[src/rtl/cini_ctrl_pkg.sv]
// Shared types and constants for the CINI masked-AND sequencer.
package cini_ctrl_pkg;

  typedef enum logic [2:0] {
    IDLE = 3'd0,
    REF  = 3'd1,
    MUL  = 3'd2,
    CAP  = 3'd3,
    HOLD = 3'd4
  } state_t;

  // Copies per share bit; majority decode assumes exactly three.
  localparam int REP_C = 3;

  // Bit positions inside the PRNG word.
  localparam int RND_REF = 0;
  localparam int RND_MUL = 1;

  // Two-out-of-three majority vote.
  function automatic logic maj3(input logic [REP_C-1:0] x);
    return (x[0] & x[1]) | (x[0] & x[2]) | (x[1] & x[2]);
  endfunction

endpackage

[src/rtl/cini_rep_check.sv]
// Majority decode and disagreement detection for one triplicated share.
module cini_rep_check
  import cini_ctrl_pkg::*;
(
  input  logic [REP_C-1:0] rep,
  output logic             maj,
  output logic             mismatch
);

  assign maj      = maj3(rep);
  // Copies disagree when they are neither all ones nor all zeros.
  assign mismatch = (|rep) & ~(&rep);

endmodule

[src/rtl/cini_mul_sequencer.sv]
// Drives one first-order masked AND through the triplicated HPC1 gadget:
// b shares with refresh randomness first, a shares with multiplication
// randomness next, then captures and majority-decodes the result shares.
module cini_mul_sequencer
  import cini_ctrl_pkg::*;
#(
  parameter int REP        = 3,
  parameter int CNT_W      = 4,
  parameter bit FAULT_ZERO = 1'b1
) (
  input  logic             clk,
  input  logic             reset,
  input  logic             in_valid,
  output logic             in_ready,
  input  logic             in_a_0,
  input  logic             in_a_1,
  input  logic             in_b_0,
  input  logic             in_b_1,
  input  logic             rnd_valid,
  output logic             rnd_ready,
  input  logic [1:0]       rnd_data,
  output logic [REP-1:0]   gad_a_0,
  output logic [REP-1:0]   gad_a_1,
  output logic [REP-1:0]   gad_b_0,
  output logic [REP-1:0]   gad_b_1,
  output logic             gad_rand_ref,
  output logic             gad_rand_mul,
  input  logic [REP-1:0]   gad_c_0,
  input  logic [REP-1:0]   gad_c_1,
  output logic             out_valid,
  input  logic             out_ready,
  output logic             out_c_0,
  output logic             out_c_1,
  output logic             fault,
  output logic [CNT_W-1:0] fault_cnt,
  output logic             busy
);

  state_t state;

  // Operand/randomness held between accept and the MUL cycle. Each share
  // lives in its own register and never meets the other share here.
  logic a_0_p0;
  logic a_1_p0;
  logic rnd_mul_p0;

  logic maj_0, maj_1;
  logic mismatch_0, mismatch_1;
  logic mismatch_any;
  logic accept;
  logic zero_out;

  function automatic logic [CNT_W-1:0] sat_inc(input logic [CNT_W-1:0] v);
    return (&v) ? v : v + 1'b1;
  endfunction

  assign in_ready  = (state == IDLE) & rnd_valid;
  assign rnd_ready = (state == IDLE) & in_valid;
  assign busy      = (state != IDLE);
  assign accept    = (state == IDLE) & in_valid & rnd_valid;

  cini_rep_check u_chk_0 (
    .rep      (gad_c_0),
    .maj      (maj_0),
    .mismatch (mismatch_0)
  );

  cini_rep_check u_chk_1 (
    .rep      (gad_c_1),
    .maj      (maj_1),
    .mismatch (mismatch_1)
  );

  assign mismatch_any = mismatch_0 | mismatch_1;
  // Once a fault is seen (earlier or in this capture) results are suppressed.
  assign zero_out     = FAULT_ZERO & (fault | mismatch_any);

  // Capture a shares and multiplication randomness on accept (data only).
  always_ff @(posedge clk) begin
    if (accept) begin
      a_0_p0     <= in_a_0;
      a_1_p0     <= in_a_1;
      rnd_mul_p0 <= rnd_data[RND_MUL];
    end
  end

  // Sequencing FSM with registered gadget drive and result buffer.
  always_ff @(posedge clk or posedge reset) begin
    if (reset) begin
      state        <= IDLE;
      gad_a_0      <= '0;
      gad_a_1      <= '0;
      gad_b_0      <= '0;
      gad_b_1      <= '0;
      gad_rand_ref <= 1'b0;
      gad_rand_mul <= 1'b0;
      out_valid    <= 1'b0;
      out_c_0      <= 1'b0;
      out_c_1      <= 1'b0;
      fault        <= 1'b0;
      fault_cnt    <= '0;
    end else begin
      case (state)
        IDLE: begin
          if (accept) begin
            state        <= REF;
            gad_b_0      <= {REP{in_b_0}};
            gad_b_1      <= {REP{in_b_1}};
            gad_rand_ref <= rnd_data[RND_REF];
          end
        end
        REF: begin
          state        <= MUL;
          gad_b_0      <= '0;
          gad_b_1      <= '0;
          gad_rand_ref <= 1'b0;
          gad_a_0      <= {REP{a_0_p0}};
          gad_a_1      <= {REP{a_1_p0}};
          gad_rand_mul <= rnd_mul_p0;
        end
        MUL: begin
          state        <= CAP;
          gad_a_0      <= '0;
          gad_a_1      <= '0;
          gad_rand_mul <= 1'b0;
        end
        CAP: begin
          state     <= HOLD;
          out_valid <= 1'b1;
          out_c_0   <= zero_out ? 1'b0 : maj_0;
          out_c_1   <= zero_out ? 1'b0 : maj_1;
          if (mismatch_any) begin
            fault     <= 1'b1;
            fault_cnt <= sat_inc(fault_cnt);
          end
        end
        HOLD: begin
          if (out_ready) begin
            out_valid <= 1'b0;
            state     <= IDLE;
          end
        end
        default: begin
          state        <= IDLE;
          gad_a_0      <= '0;
          gad_a_1      <= '0;
          gad_b_0      <= '0;
          gad_b_1      <= '0;
          gad_rand_ref <= 1'b0;
          gad_rand_mul <= 1'b0;
          out_valid    <= 1'b0;
        end
      endcase
    end
  end

endmodule

[config.mk]
export PLATFORM = sky130hd
export DESIGN_NAME = cini_mul_sequencer
export DESIGN_NICKNAME = d
export VERILOG_FILES = /design/src/rtl/cini_ctrl_pkg.sv /design/src/rtl/cini_rep_check.sv /design/src/rtl/cini_mul_sequencer.sv
export SDC_FILE = /design/constraint.sdc
export NUM_CORES = 1
export LEC_CHECK = 0
export BUFFER_PORTS_ARGS = -buffer_cell sky130_fd_sc_hd__buf_2
export CAP_MARGIN = 20
export CORE_MARGIN = 2
export CORE_UTILIZATION = 43
export CTS_BUF_LIST = sky130_fd_sc_hd__clkbuf_16
export CTS_CLUSTER_DIAMETER = 150
export DETAILED_ROUTE_END_ITERATION = 10
export MAX_ROUTING_LAYER = met4
export PLACE_DENSITY = 0.71
export SKIP_LAST_GASP = 1
export SLEW_MARGIN = 20
export SYNTH_ARGS = -nofsm -noshare
export SYNTH_HDL_FRONTEND = slang
export SYNTH_HIERARCHICAL = 1
export SYNTH_SLANG_ARGS = --single-unit
[constraint.sdc]
create_clock -name clk -period 1.5 [get_ports clk]
set_clock_uncertainty 0.2 [all_clocks]
set_input_delay 0.225 -clock clk [delete_from_list [all_inputs] [get_ports clk]]
set_output_delay 0.225 -clock clk [all_outputs]
set_load 0.02 [all_outputs]
==> results.sh, run 1 <==
export IMPL_status="complete, but fails checks"
export IMPL_violations="setup timing"
export IMPL_wl_per_cell_um=12.3
export IMPL_initial_core_util_pct=44.2
export IMPL_maxSlewViolCount=0
export IMPL_cts_buffer_depth=2
export IMPL_track_usage_pct=18.3
export IMPL_dr_total_vias=920
export IMPL_synth_warnings=6
export IMPL_rsz0062_at_grt="yes"
export IMPL_synth_cells=99
export IMPL_tightest_slew_ns=0.269
export IMPL_synthDistinctLibCells=34
export IMPL_avgSynthCellArea_um2=10.8
export IMPL_antenna_cells=0
export IMPL_finalPower_mw=3.16
export IMPL_power_frac_comb_pct=53.5
export IMPL_crit_required_ns=1.07
export IMPL_ant_nets=0
export IMPL_syn2layout_area_growth_pct=49.4
export IMPL_drive_gt1_share_pct=56.1
export IMPL_cts_buffers=3
export IMPL_place_gp_congestion=0.829
export IMPL_overflow=0
export IMPL_io_pins=42
export IMPL_clockPowerShare_pct=17.5
export IMPL_drt_iter0_markers=3
export IMPL_r2r_end="fault_cnt[1]"
export IMPL_clockRootBuffer="clkbuf_16"
export IMPL_cpMostUsedCell="buf_6"
export IMPL_htreeDepth=1
export IMPL_nets=176
export IMPL_power_switching_mw=1.24
export IMPL_path_cells="buf_6 > nor3_4 > and2_4 > buf_6"
export IMPL_startpoint_type="register"
export IMPL_synth_common_cells="dfrtp_1, buf_4, nand2_1, nor2_1, o21ai_0"
export IMPL_worstHoldStart="in_valid"
export IMPL_synth_seq_cells=20
export IMPL_max_cap_violations=0
export IMPL_cts_tree="done"
export IMPL_dieArea_mm2=0.00289
export IMPL_first_pass_iters=3
export IMPL_cpLargestDelayFamily="flip-flops"
export IMPL_endpoint_kind="output port"
export IMPL_regToRegSetupSlack_ns=-0.06
export IMPL_synth_edf_count=3
export IMPL_seqPwrFrac_pct=29.0
export IMPL_clk_pin_slew_ns=0.05
export IMPL_holdPathStages=3
export IMPL_cts_sinks=20
export IMPL_finalWorstSetupSlack_ns=-0.164
export IMPL_finalCritPeriodShare_pct=111
export IMPL_vias_per_cell=4.92
export IMPL_yosys_cell_count_top_type="dfrtp_1"
export IMPL_netlist_top_cells_area="dfrtp_1, edfxtp_1, buf_4"
export IMPL_core_area_mm2=0.00241
export IMPL_syn_nets=117
export IMPL_dp_slack_ns=-0.218
export IMPL_io_buffers=41
export IMPL_hp_class="input pin to register"
export IMPL_dp_hpwl_mm=1.67
export IMPL_antenna_found_initial=0
export IMPL_die_h_um=53.8
export IMPL_first_global_vias=872
export IMPL_power_leakage_nw=0.781
export IMPL_ys_seq_area_share_pct=48.4
export IMPL_synth_cell_area_mm2=0.00107
export IMPL_cp_max_fo=3
export IMPL_fmax_mhz=601
export IMPL_drc_errors=0
export IMPL_wirelength_mm=2.30
export IMPL_cp_arrival_ns=1.24
export IMPL_finalHoldViolCount=0
export IMPL_die_x_um=53.8
export IMPL_synth_ff_type="dfrtp_1"
export IMPL_async_flop_share_pct=85.0
export IMPL_swShare_pct=39.3
export IMPL_p_int_mw=1.92
export IMPL_whs_ns=0.0635
export IMPL_grt_max_degree=18
export IMPL_critPathMaxStageDelay_ns=0.38
export IMPL_path_class="register to output port"
export IMPL_clk_latency_ns=0.25
export IMPL_worst_path_buf_inv=2
export IMPL_fp_row_count=18
export IMPL_yosysTopAreaCell="dfrtp_1"
export IMPL_holdPathEnd="state[0]"
export IMPL_netlist_area_leader_share_pct=39.9
export IMPL_vdd_ir_drop_max_mv=1.40
export IMPL_critPathSlowestCell="dfrtp_1"
export IMPL_layout_min_cycle_time_ns=1.66
export IMPL_slew_headroom_pct=81.9
export IMPL_r2r_start="fault_cnt[1]"
export IMPL_setup_viol=4
export IMPL_grt_first_pass_wirelength_mm=3.77
export IMPL_reg2reg_depth=3
export IMPL_power_density_mw_per_mm2=1980
## power by group through the flow
stage	clock (mW)	combinational [mW]	sequential, mW
after global routing	0.582	1.84	0.954
final	0.552	1.69	0.915
after global placement	0	1.46	0.923
after floorplan	0	0.897	1.06
after CTS	0.559	1.67	0.919
after detailed placement	0	1.50	0.935
## state kept, by name (all words and copies together) (netlist names)
signal and cells:
gad_b_0 1, gad_rand_mul 1, gad_b_1 1, out_c_0 1, a_1_p0 1, a_0_p0 1, out_c_1 1, rnd_mul_p0 1
state 3, gad_a_0 1, out_valid 1, fault_cnt 4, gad_a_1 1, gad_rand_ref 1, fault 1
## worst register-to-register path, delay by kind of cell (launching register included)
family / cells / cell delay (ns)
flops: 1 / 0.43
mux: 1 / 0.34
compound gates: 1 / 0.30
fa+ha+maj: 1 / 0.18
## area by class of cell
class	count	area, µm²
clock buffer	3	75.1
clock inverter	1	3.75
fill	198	817
inverter	2	7.51
multi-input combinational	66	528
sequential	20	519
tap	30	37.5
timing repair buffer	65	422
## timing repair
item,CTS,global route
hold endpoints to repair,20,0
hold buffers,4,0
endpoints found under the setup margin,8,12
pin swaps,3,1
setup buffers,2,0
gates resized for setup,10,7
## through the flow
stage          area (µm²)  std cells  util [%]  setup TNS, ns
6_report             1590        187      66.1         -0.463
5_1_grt              1590        187      66.1         -0.956
4_1_cts              1570        187      65.0         -0.492
3_5_place_dp         1400        177      58.2         -0.970
3_3_place_gp         1400        177      58.2         -0.790
2_1_floorplan        1100         99         -        -0.0813
## layout by cell type (no fill, tap or decap), drive strengths merged, types with 2 or more instances in the layout
cell / count
maj3: 2
and4bb: 2
nor3: 5
dfrtp: 17
buf: 61
and2: 2
dlygate4sd3: 4
clkbuf: 3
a21oi: 5
mux2i: 3
a22oi: 3
mux2: 3
inv: 3
o21ai: 7
nand2b: 3
a22o: 2
edfxtp: 3
and3: 2
nand2: 7
nor2: 7
## worst max-delay path by stage
stage,slack (ns),endpoint,depth (start not counted),from
2_1_floorplan,-0.08,fault_cnt[1],3,fault_cnt[0]
5_1_grt,-0.23,in_ready,4,state[0]
3_5_place_dp,-0.22,fault_cnt[1],7,gad_c_0[2]
3_3_place_gp,-0.20,fault_cnt[1],6,gad_c_1[2]
4_1_cts,-0.17,in_ready,4,state[0]
6_report,-0.16,in_ready,4,state[0]
## routing by layer
layer / share of wire [%] / routed length (µm) / track usage (%)
met3: 4.6 / 105 / 3.61
met4: 0 / 0 / 5.56
met5: 0 / 0 / -
met1: 42 / 974 / 21.4
met2: 53 / 1220 / 31.7
## cell families (layout without fill, tap and decap cells)
| group | count (synthesis) | after routing | share of synthesized area, % |
|---|---|---|---|
| xor+xnor | 2 | 2 | 1.64 |
| simple gates | 36 | 36 | 20.3 |
| fa+ha+maj | 3 | 3 | 3.29 |
| buf+inv | 13 | 71 | 7.86 |
| flops | 20 | 20 | 48.4 |
| compound gates | 19 | 19 | 12.6 |
| mux | 6 | 6 | 5.99 |
Power figures use the tool's default switching activity.
==> inputs of run 2 (changes only) <==
==> constraint.sdc (replaced) <==
create_clock -name clk -period 1.5 [get_ports clk]
set_clock_uncertainty 0.2 [all_clocks]
set_input_delay 0.3 -clock clk [delete_from_list [all_inputs] [get_ports clk]]
set_output_delay 0.3 -clock clk [all_outputs]
set_load 0.02 [all_outputs]
==> results.sh, run 2 (synthesis results as in run 1) <==
export IMPL_cts_sinks=20
export IMPL_io_buffers=41
export IMPL_layout_commonest_cell="buf_2"
export IMPL_core_area_mm2=0.00241
export IMPL_violations="setup timing"
export IMPL_track_usage_pct=17.5
export IMPL_drive_gt1_share_pct=64.4
export IMPL_grt_first_pass_wirelength_mm=3.48
export IMPL_clockRootBuffer="clkbuf_16"
export IMPL_register_area_um2=522
export IMPL_crit_required_ns=1.00
export IMPL_drt_iter0_markers=1
export IMPL_max_cap_violations=0
export IMPL_cts_buffer_depth=2
export IMPL_dr_total_vias=955
export IMPL_clk_pin_slew_ns=0.05
export IMPL_drc_errors=0
export IMPL_io_pins=42
export IMPL_clk_latency_ns=0.25
export IMPL_antenna_found_initial=0
export IMPL_endpoint_kind="output port"
export IMPL_first_pass_iters=4
export IMPL_htreeDepth=1
export IMPL_die_x_um=53.8
export IMPL_layout_common_cells="buf_2, buf_4, dfrtp_1"
export IMPL_largest_reg_flops=4
export IMPL_slew_headroom_pct=77.1
export IMPL_cts_buffers=3
export IMPL_place_gp_congestion=0.729
export IMPL_place_area_mm2=0.00143
export IMPL_multi_input_area_um2=587
export IMPL_finalWorstSetupSlack_ns=-0.185
export IMPL_die_h_um=53.8
export IMPL_nets=179
export IMPL_setup_viol=10
export IMPL_dp_hpwl_mm=1.79
export IMPL_cts_tree="done"
export IMPL_finalCritPeriodShare_pct=112
export IMPL_fp_row_count=18
export IMPL_path_class="register to output port"
export IMPL_maxSlewViolCount=0
export IMPL_wl_per_cell_um=13.3
export IMPL_power_density_mw_per_mm2=2010
export IMPL_hp_class="input pin to register"
export IMPL_initial_core_util_pct=44.2
export IMPL_fmax_mhz=593
export IMPL_wirelength_mm=2.53
export IMPL_layout_min_cycle_time_ns=1.69
export IMPL_antenna_cells=0
export IMPL_tightest_slew_ns=0.340
export IMPL_top_register="fault_cnt"
export IMPL_first_global_vias=800
export IMPL_cp_arrival_ns=1.19
export IMPL_grt_max_degree=13
export IMPL_power_leakage_nw=0.813
export IMPL_finalHoldViolCount=0
export IMPL_cp_max_fo=3
export IMPL_reg_largest_list="fault_cnt x4, state x3"
export IMPL_n_fill_cell=179
export IMPL_overflow=0
export IMPL_ant_nets=0
export IMPL_vdd_ir_drop_max_mv=1.29
export IMPL_utilization_pct=70.3
export IMPL_dieArea_mm2=0.00289
export IMPL_startpoint_type="register"
export IMPL_stdcell_area_mm2=0.00169
export IMPL_vias_per_cell=5.03
export IMPL_rsz0062_at_grt="yes"
export IMPL_status="complete, but fails checks"
export IMPL_syn2layout_area_growth_pct=58.9
export IMPL_dp_slack_ns=-0.233
-- run 2: cell types whose count changed in the layout (fill, tap and decap cells not counted), sizes merged --
cell / delta
inv: -1
clkinv: +1
buf: +5
clkbuf: +1
dlygate4sd3: -3
-- run 2: what timing repair did --
item                                   4_1_cts  5_1_grt
pin swaps                                    5        8
setup endpoints to repair                    9       12
endpoints found under the hold margin        7        0
hold buffers                                 1        0
buffers inserted                             4        4
cloned                                       0        1
resized for setup                           15       11
-- run 2: worst paths after layout --
path,slack [ns],startpoint,depth (start not counted),endpoint
setup / recovery,-0.19,state[1],3,in_ready
hold / removal,0.02,in_a_0,1,a_0_p0
hold reg to reg,0.31,out_c_1,1,out_c_1
max in group asynchronous,0.29,reset,4,state[0]
min in group asynchronous,0.34,reset,3,out_c_1
setup reg to reg,-0.15,state[1],5,fault_cnt[1]
-- run 2: cell type report --
cell class / count / share of cell area (%)
clock buffer: 3 / 4.43
timing repair buffer: 68 / 27.3
clock inverter: 1 / 0.222
tap: 30 / 2.22
multi-input combinational: 66 / 34.6
sequential: 20 / 30.8
inverter: 2 / 0.443
-- run 2: worst max-delay path, cell delays in order, from the launching register on --
cell     delay [ns]
dfrtp_2        0.42
nor3_4         0.24
and2_4         0.18
buf_6          0.11
-- run 2: per-stage QoR --
| step | power, mW | hold WS [ns] | std cells | setup TNS [ns] |
|---|---|---|---|---|
| 4_1_cts | 3.20 | 0.0178 | 185 | -0.588 |
| 3_3_place_gp | 2.40 | 0.0619 | 176 | -0.919 |
| 5_1_grt | 3.62 | 0.0156 | 190 | -1.91 |
| 6_report | 3.41 | 0.0223 | 190 | -1.00 |
| 2_1_floorplan | 1.98 | 0.0259 | 99 | -0.134 |
| 3_5_place_dp | 2.46 | 0.0682 | 176 | -1.11 |
-- run 2: power breakdown --
part	internal (mW)	switching, mW
Sequential	0.741	0.191
Combinational	0.991	0.940
Clock	0.355	0.188
Total	2.09	1.32
-- run 2: layer usage --
metal	GRT usage [%]	share of wire, %	wire length (µm)
met3	2.50	5.8	146
met2	31.5	55	1400
met5	-	0	0
met1	19.0	38	966
met4	7.69	0.83	21
